$ cat src/rtl/acc_pkg.sv
// Shared types for the nibble-serial accumulator ALU sequencer:
// FSM state encoding and external-ALU mode constants.
package acc_pkg;

  typedef enum logic [1:0] {
    ST_IDLE,
    ST_RUN,
    ST_DONE
  } state_t;

  localparam logic MODE_LOGIC = 1'b1;
  localparam logic MODE_ARITH = 1'b0;

endpackage

$ cat src/rtl/acc_alu_seq.sv
// Drives a 4-bit external ALU one nibble per cycle, LSB first, chaining carry.
// Ports: clk/rst_n, start, op_s/op_m/cin_n, opa/opb in; busy, done, result,
// cout_n out; alu_* drive to ALU, alu_y/alu_cout_n return.
// Optional: SEQ_ZFLAG_EN adds output zero (result all zeros, held with result).
module acc_alu_seq
  import acc_pkg::*;
#(
  parameter int NIBBLES = 4
) (
  input  logic                 clk,
  input  logic                 rst_n,
  input  logic                 start,
  input  logic [3:0]           op_s,
  input  logic                 op_m,
  input  logic                 cin_n,
  input  logic [4*NIBBLES-1:0] opa,
  input  logic [4*NIBBLES-1:0] opb,
  output logic                 busy,
  output logic                 done,
  output logic [4*NIBBLES-1:0] result,
  output logic                 cout_n,
`ifdef SEQ_ZFLAG_EN
  output logic                 zero,
`endif
  output logic [3:0]           alu_a,
  output logic [3:0]           alu_b,
  output logic [3:0]           alu_s,
  output logic                 alu_m,
  output logic                 alu_cin_n,
  input  logic [3:0]           alu_y,
  input  logic                 alu_cout_n
);

  localparam int W  = 4 * NIBBLES;
  localparam int KW = $clog2(NIBBLES);
  localparam logic [KW-1:0] K_LAST = KW'(NIBBLES - 1);

  state_t        state, state_n;
  logic [KW-1:0] k;
  logic [W-1:0]  a_q, b_q;
  logic [3:0]    s_q;
  logic          m_q;
  logic          cin_q;
  logic          carry_q;
  logic [W-1:0]  acc;
  logic [W-1:0]  acc_nx;
  logic          accept;

  assign accept = start && (state != ST_RUN);
  assign busy   = (state == ST_RUN);
  assign done   = (state == ST_DONE);

  always_comb begin
    state_n = state;
    unique case (state)
      ST_IDLE, ST_DONE: begin
        state_n = start ? ST_RUN : ST_IDLE;
      end
      ST_RUN: begin
        if (k == K_LAST) state_n = ST_DONE;
      end
      default: state_n = ST_IDLE;
    endcase
  end

  // Slices build up in acc so the previous result stays visible
  // until the final slice lands.
  always_comb begin
    acc_nx = acc;
    acc_nx[4*k +: 4] = alu_y;
  end

  always_comb begin
    alu_a     = '0;
    alu_b     = '0;
    alu_s     = '0;
    alu_m     = 1'b0;
    alu_cin_n = 1'b1;
    if (state == ST_RUN) begin
      alu_a     = a_q[4*k +: 4];
      alu_b     = b_q[4*k +: 4];
      alu_s     = s_q;
      alu_m     = m_q;
      alu_cin_n = (k == '0) ? cin_q : carry_q;
    end
  end

  always_ff @(posedge clk or negedge rst_n) begin
    if (!rst_n) begin
      state   <= ST_IDLE;
      k       <= '0;
      a_q     <= '0;
      b_q     <= '0;
      s_q     <= '0;
      m_q     <= 1'b0;
      cin_q   <= 1'b1;
      carry_q <= 1'b1;
      acc     <= '0;
      result  <= '0;
      cout_n  <= 1'b1;
`ifdef SEQ_ZFLAG_EN
      zero    <= 1'b0;
`endif
    end else begin
      state <= state_n;
      if (accept) begin
        a_q   <= opa;
        b_q   <= opb;
        s_q   <= op_s;
        m_q   <= op_m;
        cin_q <= cin_n;
        k     <= '0;
      end else if (state == ST_RUN) begin
        acc     <= acc_nx;
        carry_q <= alu_cout_n;
        k       <= k + 1'b1;
        if (k == K_LAST) begin
          result <= acc_nx;
          cout_n <= alu_cout_n;
`ifdef SEQ_ZFLAG_EN
          zero   <= ~|acc_nx;
`endif
        end
      end
    end
  end

endmodule

$ cat config.mk
export PLATFORM = sky130hd
export DESIGN_NAME = acc_alu_seq
export DESIGN_NICKNAME = d
export VERILOG_FILES = /design/src/rtl/acc_pkg.sv /design/src/rtl/acc_alu_seq.sv
export SDC_FILE = /design/constraint.sdc
export NUM_CORES = 1
export LEC_CHECK = 0
export BUFFER_PORTS_ARGS = -buffer_cell sky130_fd_sc_hd__buf_4
export CELL_PAD_IN_SITES_DETAIL_PLACEMENT = 0
export CELL_PAD_IN_SITES_GLOBAL_PLACEMENT = 2
export CORE_MARGIN = 2
export CORE_UTILIZATION = 30
export DETAILED_ROUTE_END_ITERATION = 7
export GPL_TIMING_DRIVEN = 0
export PLACE_DENSITY_LB_ADDON = 0.12
export REMOVE_ABC_BUFFERS = 1
export SLEW_MARGIN = 20
export SYNTH_ARGS = -nofsm -noshare
export SYNTH_HDL_FRONTEND = slang
export SYNTH_SLANG_ARGS = --single-unit
$ cat constraint.sdc
create_clock -name clk -period 3.2 [get_ports clk]
set_input_delay 0.48 -clock clk [delete_from_list [all_inputs] [get_ports clk]]
set_output_delay 0.48 -clock clk [all_outputs]
set_load 0.005 [all_outputs]
# Yosys cells after proc, flatten, opt, wreduce, memory -nomap -nowiden
# Index checks and enable logic that the tools add are counted.
dict set report op_classes {
  n_eq_ne 5
  n_addsub 2
  bitwise_logic 1
  n_shift 4
  n_reduce_logical 7
  n_mux 12
}
# operator count
set ops {}
lappend ops {{$neg A4 Y34} 1}
lappend ops {{$shift A4 B34 Y16 const A} 1}
lappend ops {{$shiftx A4 B34 Y16} 1}
lappend ops {{$shiftx A16 B5 Y4} 2}
lappend ops {{$bwmux W16} 1}
lappend ops {{$mux W4} 3}
lappend ops {{$mux W2} 3}
lappend ops {{$eq A2 B2 Y1 const B} 2}
lappend ops {{$logic_not A2 Y1} 2}
lappend ops {{$mux W1} 4}
lappend ops {{$ne A2 B1 Y1 const B} 2}
lappend ops {{$pmux W2 S2} 1}
lappend ops {{$reduce_and A3 Y1} 1}
lappend ops {{$add A2 B1 Y2 const B} 1}
lappend ops {{$eq A2 B1 Y1 const B} 1}
lappend ops {{$reduce_and A2 Y1} 1}
lappend ops {{$reduce_bool A2 Y1} 1}
lappend ops {{$reduce_or A2 Y1} 1}
lappend ops {{$logic_and A1 B1 Y1} 1}
lappend ops {{$not A1 Y1} 1}
dict set report word_totals {
  input_bits 46
  word_cells 42
  reg_bits 76
  out_inout_bits 33
}

# Logic depth before layout (Yosys ltp)
# Gate-level depths: netlist of run 1.
dict set report depth {
  ltp_word 4
  depth_mapped 8
  depth_no_buf 5
}

# Worst setup path before layout of run 1
# OpenSTA, ideal clock, no wires.
dict set report synth_path {
  path_type {reg-to-reg}
  startpoint {register k[1]}
  endpoint {register result[0]}
  setup_ns 0.127
  path_stages_with_launch 9
  arrival_ns 1.816
  path_buffers 3
  setup_slack_ns 1.257
  synth_period_minus_slack_ns 1.943
  required_ns 3.073
  path_cell_list {dfrtp_1 clkbuf_1 inv_1 ha_1 buf_4 and4bb_2 buf_2 a221oi_1 nor2_1}
}
dict set report synth_between {
  elab_chain_len 3
  word_cells_on_any_way 6
  cone_classes {add/sub (1); eq/ne (1); shift (2); mux (1); reduce/logical (1)}
}
# item line
set synth_rtl {}
lappend synth_rtl {{from (decl)} acc_alu_seq.sv:39} ;# logic [KW-1:0] k;
lappend synth_rtl {{from (signal assigned)} acc_alu_seq.sv:116} ;# k <= k + 1'b1;
lappend synth_rtl {{$neg A4 Y34} acc_alu_seq.sv:70} ;# acc_nx[4*k +: 4] = alu_y;
lappend synth_rtl {{$shiftx A4 B34 Y16 or $shift A4 B34 Y16 (tied branches)} acc_alu_seq.sv:70}
lappend synth_rtl {{$bwmux W16} acc_alu_seq.sv:70}
lappend synth_rtl {{to (signal assigned)} acc_alu_seq.sv:118} ;# result <= acc_nx;
lappend synth_rtl {{to (decl)} acc_alu_seq.sv:20} ;# output logic [4*NIBBLES-1:0] result,
# Parallel ways exist; a longest one is shown, timed or not.
# A chain may end at the register's enable or synchronous reset.

# Final worst setup path of run 1
dict set report layout_path {
  startpoint {register k[0]}
  endpoint {output port alu_cin_n}
}
dict set report layout_between {
  elab_chain_len 3
}
# item line
set layout_rtl {}
lappend layout_rtl {{$logic_not A2 Y1} acc_alu_seq.sv:84} ;# alu_cin_n = (k == '0) ? cin_q : carry_q;
lappend layout_rtl {{$mux W1} acc_alu_seq.sv:84}
lappend layout_rtl {{$mux W1} acc_alu_seq.sv:79} ;# if (state == ST_RUN) begin
lappend layout_rtl {{to (decl)} acc_alu_seq.sv:29} ;# output logic alu_cin_n,
# No other way between the ends.

==> metrics, run 1 <==
run status=completed; hold_buf cts=0; Post-Synth Adder-Cell Area=approximately 1.8%; multiplexer share of the synthesized area=between 20 and 25%; row count=38; placed cell area=between 0.004 and 0.005 mm2; WS Path Type=flip-flop to output pin; Leak=2.02 nW; Max Freq=around 370 MHz; Seq/Total Area, Yosys=53.2%; Die ar.=0.0122 mm2; worst slack, placed=roughly 0.62 ns; Layout Cells excl Fill=463; Critical Path RT=between 2 and 3 ns; Setup-failing EPs final=0; FF+latch count, synth=72; Post-DP HPWL=4.96 mm; Mapped Cells=249; crit path launch type=flip-flop; Critical Path Sink Type=output pin; slew margin rel.=between 30 and 40%; Crit. Startpoint=k[0]; ANT cells=0; vias in the first global route=approximately 2.3k; IO Port Bufs=78; top cell type by total area after synthesis=dfrtp_1; Worst-Margin Slew=0.938 ns; post-synthesis cell area=between 0.003 and 0.004 mm2; Clock Sinks=72; Crit Reg-Reg Startpoint=k[0]; grt ovf=0; setup_tns=0 ns; Synth Area in Compound Gates=7.93%; crit share post-route=between 80 and 90%; initial drt markers=74; layout cells sized above 1=44.3%; CTS clk-pin slew, worst paths=0.06 ns; Async SR Flop Fraction=100%; Logic pwr share=42.0%; top-count cell post-synth=dfrtp_1; Layout Skew=0.00368 ns; Routed Wire Length=about 7.5 mm; final setup margin=0.482 ns; syn_area_per_cell=13.6 um2; DRC Markers=0; Hold Violations, Final=0; Synth-to-Final Area Change=27.3%; Num CTS Buffers=9; Synth top area share=50.9%; post-CTS sizing=0; pwr dens=1060 mW/mm2; Flop pwr share=36.5%; RSZ-0062 raised after global routing=no; crit-path max FO=14; clock root buffer=clkbuf_16; I/O pin total=79; Post-layout nets=369; MaxCap Viol Count=0; drt wl/cell=~16 um; first-pass GRT wire length=12.1 mm; Post-synth EDFFs=0; Ys Warns=0; first-pass iteration count of the detailed router=4; die width=around 110 um; HP Class=primary input to async pin; Top FF cell, synth=dfrtp_1; DRT antenna net count=0; clock network power share=a little over a fifth; CP arrival=2.24 ns; main combinational cell family by area after synthesis=multiplexers; ranking of synthesized cells by area=dfrtp_1 51%, mux2_4 8.8%, mux2_2 6.3%, mux4_1 6.2%, a32o_1 4.4%; post-synthesis xor/xnor area fraction=0%; htree depth=3; height of the die=approximately 110 um; GPL Wtd Cong=between 0.6 and 0.7; Yosys cell types=37; Max IR drop VDD=0.000381 V; largest net degree at the start of global routing=73; minimum clock period=2.72 ns; CTS tree=done; clk_lat worst skew=approximately 0.33 ns; internal power=between 3 and 4 mW; Total Routing Usage GR=13.3%; final instance area=approximately 0.0043 mm2; Max Buffers Root-to-Sink=2; core area=0.0109 mm2; commonest cells in the netlist=69 x dfrtp_1, 20 x mux2_4, 19 x mux2_2; post-DR vias/cell=4.72; sw frac=31.8%; initial antenna violation count=0; fraction of the mapped netlist area in simple logic gates=between 10 and 15%; DR vias=2185; Post-CTS Setup Repair Bufs=0; Slew Limit Fails=0; Finished Core Util=between 30 and 40%; DP Cell Count=447; switching pwr=1.45 mW; Initial Util=31.0%
[flip-flops by register name, summed over array words and instances (netlist names)]
register	flops
k	2
b_q	16
result	16
s_q	4
state	2
carry_q	1
m_q	1
cin_q	1
cout_n	1
acc	12
a_q	16
[through the flow]
step                      hold WS, ns  total power [mW]
final                           0.276              4.57
after global routing            0.359              4.90
after CTS                       0.348              4.66
after detailed placement        0.457              3.66
after global placement          0.449              3.63
after floorplan                 0.184              2.84
[logic make-up (layout without fill, tap and decap cells)]
| logic type | after synthesis | after routing |
|---|---|---|
| flip-flops | 72 | 72 |
| AND/OR/NAND/NOR | 66 | 66 |
| multiplexers | 48 | 48 |
| AO/OA/AOI/OAI | 32 | 32 |
| buffers and inverters | 26 | 100 |
| adder cells (fa/ha/maj) | 5 | 5 |
[placed cells by master, fill, tap and decap left out, drive strengths merged]
cell	n
and4bb	2
clkinv	3
a31oi	4
inv	6
mux4	8
clkbuf	10
a21oi	3
and3b	1
nand2	15
nor2b	1
dfrtp	69
bufinv	1
nand3b	2
a32oi	3
a32o	15
ha	5
and3	1
or3	1
nand2b	5
nor2	16
and2	14
nand4	5
o21ai	2
a221oi	4
buf	78
mux2	39
nor3b	1
clkinvlp	2
mux2i	1
o31ai	1
nand3	2
dfstp	3
[power groups by stage]
stage	clock network (mW)	logic [mW]	registers, mW
floorplan	0	1.24	1.60
global placement	0	1.95	1.68
detailed placement	0	1.97	1.69
CTS	1.01	1.97	1.68
global route	1.05	2.11	1.73
finish	0.983	1.92	1.67
[worst paths after layout]
check	cells past startpoint	end	slack (ns)
setup / recovery	5	alu_cin_n	0.48
hold / removal	1	result[2]	0.28
setup reg to reg	5	result[2]	0.67
hold reg to reg	2	cout_n	0.46
max in group asynchronous	1	b_q[5]	2.30
min in group clk	3	cout_n	0.36
[per-layer routing]
metal  global-route usage (%)  share of wire, %
met5                        0                 0
met4                     3.75              0.95
met1                     16.1                44
met2                     22.4                49
met3                     4.70               6.0
[final cells by class]
cell class / count / area [um2]
tap: 140 / 175
fill: 1103 / 6620
clock buffer: 10 / 229
multi-input combinational: 151 / 1440
timing repair buffer: 78 / 586
clock inverter: 6 / 60.1
inverter: 6 / 22.5
sequential: 72 / 1810
[worst max-delay path, cell delays in order (launching register included)]
cell     delay, ns
dfrtp_1       0.77
inv_1         0.34
ha_1          0.38
mux2i_1       0.18
nand2_1       0.08
buf_4         0.17
(Power assumes the default switching activity.)
==> run 2: changes to the inputs <==
==> constraint.sdc (replaced) <==
create_clock -name clk -period 2.8 [get_ports clk]
set_input_delay 0.42 -clock clk [delete_from_list [all_inputs] [get_ports clk]]
set_output_delay 0.42 -clock clk [all_outputs]
set_load 0.005 [all_outputs]
==> metrics, run 2 (synthesis gave the netlist of run 1 again) <==
layout cells sized above 1=44.6% (+0.31 points); Layout Skew=0.00368 ns (+0.000000780 ns); highest metal layer with signal wires=met4; buffers plus inverters on the worst setup path=2 (unchanged); crit path launch type=flip-flop; drt wl/cell=16.3 um (unchanged); first-pass iteration count of the detailed router=4 (unchanged); minimum clock period=2.40 ns; Crit Reg-Reg Startpoint=k[0]; initial antenna violation count=0 (unchanged); Setup-failing EPs final=0 (unchanged); ANT cells=0 (unchanged); met2 WL=3.73 mm (unchanged); Clock Sinks=72 (unchanged); Slew Limit Fails=0 (unchanged); hold_buf cts=0 (unchanged); IO Port Bufs=78 (unchanged); vias in the first global route=2339 (unchanged); Die ar.=0.0122 mm2 (unchanged); DR vias=2185 (unchanged); Largest regs=a_q x16, b_q x16, result x16; Total Routing Usage GR=13.3% (unchanged); Finished Core Util=39.5% (about the same); met3 wire length=451 um (unchanged); DRT antenna net count=0 (unchanged); Leak=2.02 nW (about the same); worst slack, placed=0.221 ns (-0.400 ns); CP max stage delay=0.55 ns (-0.22 ns); Max IR drop VDD=0.000435 V (+14%); CP max stage cell=dfrtp_2; DRC Markers=0 (unchanged); Critical Path Sink Type=output pin; RSZ-0062 raised after global routing=no; Routed Wire Length=7.55 mm (unchanged); crit path cell chain=inv_1 > ha_1 > mux2i_1 > nand2_1 > buf_4; row count=38 (unchanged); Worst-Margin Slew=0.938 ns (-0.0000613 ns); run status=completed; CTS tree=done; clock root buffer=clkbuf_16; Post-DP HPWL=4.96 mm (unchanged); Tot Pwr=5.22 mW (+14%); crit share post-route=85.8%; core area=0.0109 mm2 (unchanged); placed cell area=0.00403 mm2 (unchanged); CTS clk-pin slew, worst paths=0.06 ns (about the same); Post-CTS Setup Repair Bufs=0 (unchanged); met1 wire length=3.30 mm (unchanged); Crit. Startpoint=k[0]; crit-path max FO=14 (unchanged); pwr dens=1210 mW/mm2 (+14%); first-pass GRT wire length=12.1 mm (unchanged); most common cell after layout, fill and taps aside=buf_4; final instance area=0.00432 mm2 (about the same); WS Path Type=flip-flop to output pin; die width=110 um (unchanged); initial drt markers=74 (unchanged); final setup margin=0.396 ns (-0.0860 ns); Synth-to-Final Area Change=27.3% (about the same); family with the most delay on the worst path=flip-flops; Max Freq=416 MHz; commonest cells after routing, fill and taps aside=78 x buf_4, 68 x dfrtp_1, 20 x mux2_4; Critical Path RT=2.38 ns (-0.34 ns); CP arrival=1.98 ns (-0.26 ns); MaxCap Viol Count=0 (unchanged); HP Class=primary input to async pin; htree depth=3 (unchanged); grt ovf=0 (unchanged); height of the die=110 um (unchanged); Hold Violations, Final=0 (unchanged); slew margin rel.=37.5% (about the same); post-DR vias/cell=4.72 (unchanged); Post-layout nets=369 (unchanged); Num CTS Buffers=9 (unchanged); setup_tns=0 ns (unchanged); largest net degree at the start of global routing=73 (unchanged); Initial Util=31.0% (unchanged); GPL Wtd Cong=0.683 (unchanged); I/O pin total=79 (unchanged); Max Buffers Root-to-Sink=2 (unchanged); clk_lat worst skew=0.33 ns (about the same)
run 2: cell types whose count changed in the layout (fill, tap and decap cells not counted):
cell,before,now
dfrtp_1,69,68
dfrtp_2,0,1
run 2: path summary, 6_finish.rpt:
kind                             end  slack [ns]  cells past startpoint
max                        alu_cin_n        0.40                      5
min                        result[2]        0.22                      1
max reg2reg                result[2]        0.56                      5
min reg2reg                   cout_n        0.46                      2
max in group asynchronous       k[0]        1.90                      1
min in group clk              cout_n        0.30                      3
run 2: final cells by class:
class,count,area (um2)
fillers,1102,6620
well taps,140,175
flip-flops and latches,72,1810
repair buffers,78,586
clock buffers,10,229
multi-input cells,151,1440
inverters,6,22.5
clock inverters,6,60.1
run 2: metal layers:
layer	track usage [%]	up-vias
li1	-	1048
met3	4.70	7
met2	22.4	55
met1	16.1	1075
met5	0	-
met4	3.75	0
run 2: per-stage QoR:
step,hold WS (ns),instances
5_1_grt,0.299,463
4_1_cts,0.288,463
2_1_floorplan,0.124,229
6_report,0.216,463
3_3_place_gp,0.449,447
3_5_place_dp,0.457,447
run 2: where the power goes:
part | switching [mW] | internal [mW] | total (mW) | leakage (nW)
Clock | 0.439 | 0.685 | 1.12 | 0.138
Combinational | 0.894 | 1.30 | 2.19 | 1.00
Sequential | 0.326 | 1.58 | 1.91 | 0.878
run 2: timing repair:
action                     in CTS  in global routing
setup endpoints to repair       0                  1
resized for setup               0                  1
hold endpoints to repair        0                  0
run 2: worst reg2reg max path: stages (launching register included):
cell and delay, ns:
dfrtp_2 0.59, inv_1 0.26, ha_1 0.54, and4bb_2 0.36, a221oi_1 0.29, nor2_1 0.08
==> run 3: changes to the inputs <==
--- a/config.mk
+++ b/config.mk
@@ -11,8 +11,8 @@
 export CORE_MARGIN = 2
 export CORE_UTILIZATION = 30
 export DETAILED_ROUTE_END_ITERATION = 7
-export GPL_TIMING_DRIVEN = 0
-export PLACE_DENSITY_LB_ADDON = 0.12
+export GPL_TIMING_DRIVEN = 1
+export PLACE_DENSITY = 0.66
 export REMOVE_ABC_BUFFERS = 1
 export SLEW_MARGIN = 20
 export SYNTH_ARGS = -nofsm -noshare
==> metrics, run 3 (synthesis gave the netlist of run 1 again) <==
sw frac=31.2% (-0.52 points); final instance area=0.00440 mm2 (+1.9%); setup_tns=0 ns (unchanged); hold_buf cts=0 (unchanged); DRC Markers=0 (unchanged); Largest regs=a_q x16, b_q x16, result x16; Post-DP HPWL=5.12 mm (+3.4%); vias in the first global route=2405 (+2.8%); Tot Pwr=5.40 mW (+3.4%); Initial Util=31.0% (unchanged); Register Area=0.00181 mm2 (about the same); clk_lat worst skew=0.33 ns (about the same); CTS tree=done; worst slack, placed=0.504 ns (+0.283 ns); worst reg2reg endpoint=acc[8]; Flop pwr share=35.3% (-1.2 points); Max Buffers Root-to-Sink=2 (unchanged); grt ovf=0 (unchanged); placed cell area=0.00408 mm2 (+1.2%); crit share post-route=90.5% (+4.7 points); core area=0.0109 mm2 (unchanged); Clock Sinks=72 (unchanged); HP Class=primary input to async pin; die width=110 um (unchanged); post-CTS sizing=0 (unchanged); run status=completed; height of the die=110 um (unchanged); clock network power share=23.1% (+1.6 points); final setup margin=0.266 ns (-0.130 ns); first-pass GRT wire length=12.4 mm (+2.6%); commonest cells after routing, fill and taps aside=82 x buf_4, 69 x dfrtp_1, 20 x mux2_4; I/O pin total=79 (unchanged); ANT cells=0 (unchanged); minimum clock period=2.53 ns (+0.130 ns); Post-layout nets=374 (+1.4%); crit path capture=alu_b[0]; area of the multi-input gates=0.00144 mm2 (-0.35%); Setup-failing EPs final=0 (unchanged); Critical Path RT=2.38 ns (about the same); GPL Wtd Cong=0.733 (+7.4%); Crit Reg-Reg Startpoint=k[0]; RSZ-0062 raised after global routing=no; CP arrival=2.11 ns (+0.13 ns); crit path launch type=flip-flop; initial antenna violation count=0 (unchanged); Critical Path Sink Type=output pin; FILL cells=1073 (-2.6%); Routed Wire Length=7.56 mm (+0.17%); drt wl/cell=16.1 um (-0.90%); clock root buffer=clkbuf_16; Finished Core Util=40.3% (+0.74 points); first-pass iteration count of the detailed router=4 (unchanged); Hold Violations, Final=0 (unchanged); internal power=3.71 mW (+4.2%); Slew Limit Fails=0 (unchanged); DR vias=2225 (+1.8%); Total Routing Usage GR=13.5% (+0.20 points); Post-CTS Setup Repair Bufs=0 (unchanged); MaxCap Viol Count=0 (unchanged); Max IR drop VDD=0.000481 V (+10%); r2r setup slk=0.49 ns (-0.07 ns); pwr dens=1230 mW/mm2 (+1.5%); Worst-Margin Slew=0.910 ns (-0.0275 ns); hold_ws=0.224 ns (+0.00827 ns); slew margin rel.=39.3% (+1.8 points); Layout Skew=0.00640 ns (+0.00271 ns); layout cells sized above 1=45.1% (+0.54 points); CTS clk-pin slew, worst paths=0.06 ns (about the same); DP Cell Count=452 (+1.1%); Synth-to-Final Area Change=29.7%; Leak=2.06 nW (+2.0%); initial drt markers=85 (+15%); row count=38 (unchanged); WS Path Type=flip-flop to output pin; Logic pwr share=41.5% (-0.5 points); Layout Cells excl Fill=468 (+1.1%); Crit. Startpoint=k[0]; r2r worst-path depth=5 (unchanged); most common cell after layout, fill and taps aside=buf_4; Die ar.=0.0122 mm2 (unchanged); Max Freq=395 MHz (-5.1%); Num CTS Buffers=9 (unchanged); htree depth=3 (unchanged); crit-path max FO=12 (-2); largest net degree at the start of global routing=73 (unchanged); switching pwr=1.69 mW (+1.7%); IO Port Bufs=78 (unchanged); post-DR vias/cell=4.75 (+0.74%); DRT antenna net count=0 (unchanged)
-- run 3: area by class of cell --
| cell class | instances | area share [%] |
|---|---|---|
| clock buffer | 9 | 5.12 |
| clock inverter | 7 | 2.30 |
| inverter | 6 | 0.512 |
| multi-input combinational | 151 | 32.6 |
| sequential | 72 | 41.0 |
| tap | 140 | 3.98 |
| timing repair buffer | 83 | 14.4 |
-- run 3: how the worst min path moves through the flow --
stage	startpoint	endpoint	slack (ns)	depth (start not counted)
finish	rst_n	acc[4]	0.22	1
global route	rst_n	result[7]	0.29	1
CTS	rst_n	result[7]	0.27	1
detailed placement	carry_q	carry_q	0.45	2
global placement	carry_q	carry_q	0.45	2
floorplan	rst_n	a_q[0]	0.12	0
-- run 3: power by group through the flow --
stage | clock, mW | sequential, mW | combinational (mW)
after floorplan | 0 | 1.83 | 1.42
after global placement | 0 | 1.91 | 2.27
after detailed placement | 0 | 1.93 | 2.29
after CTS | 1.28 | 1.92 | 2.29
after global routing | 1.34 | 1.99 | 2.50
final | 1.25 | 1.91 | 2.24
-- run 3: worst max-delay path, stage by stage (launching register included) --
cell and delay, ns:
dfrtp_1 0.69, buf_4 0.24, mux4_1 0.55, and2_1 0.18, buf_4 0.13
-- run 3: layer usage --
metal / part of all wire [%] / up-vias / track usage [%] / wire length, um
met1: 46 / 1079 / 17.8 / 3470
li1: - / 1064 / - / -
met3: 7.2 / 6 / 4.76 / 547
met4: 0.93 / 0 / 3.48 / 70
met2: 46 / 76 / 21.2 / 3470
met5: 0 / - / 0 / 0
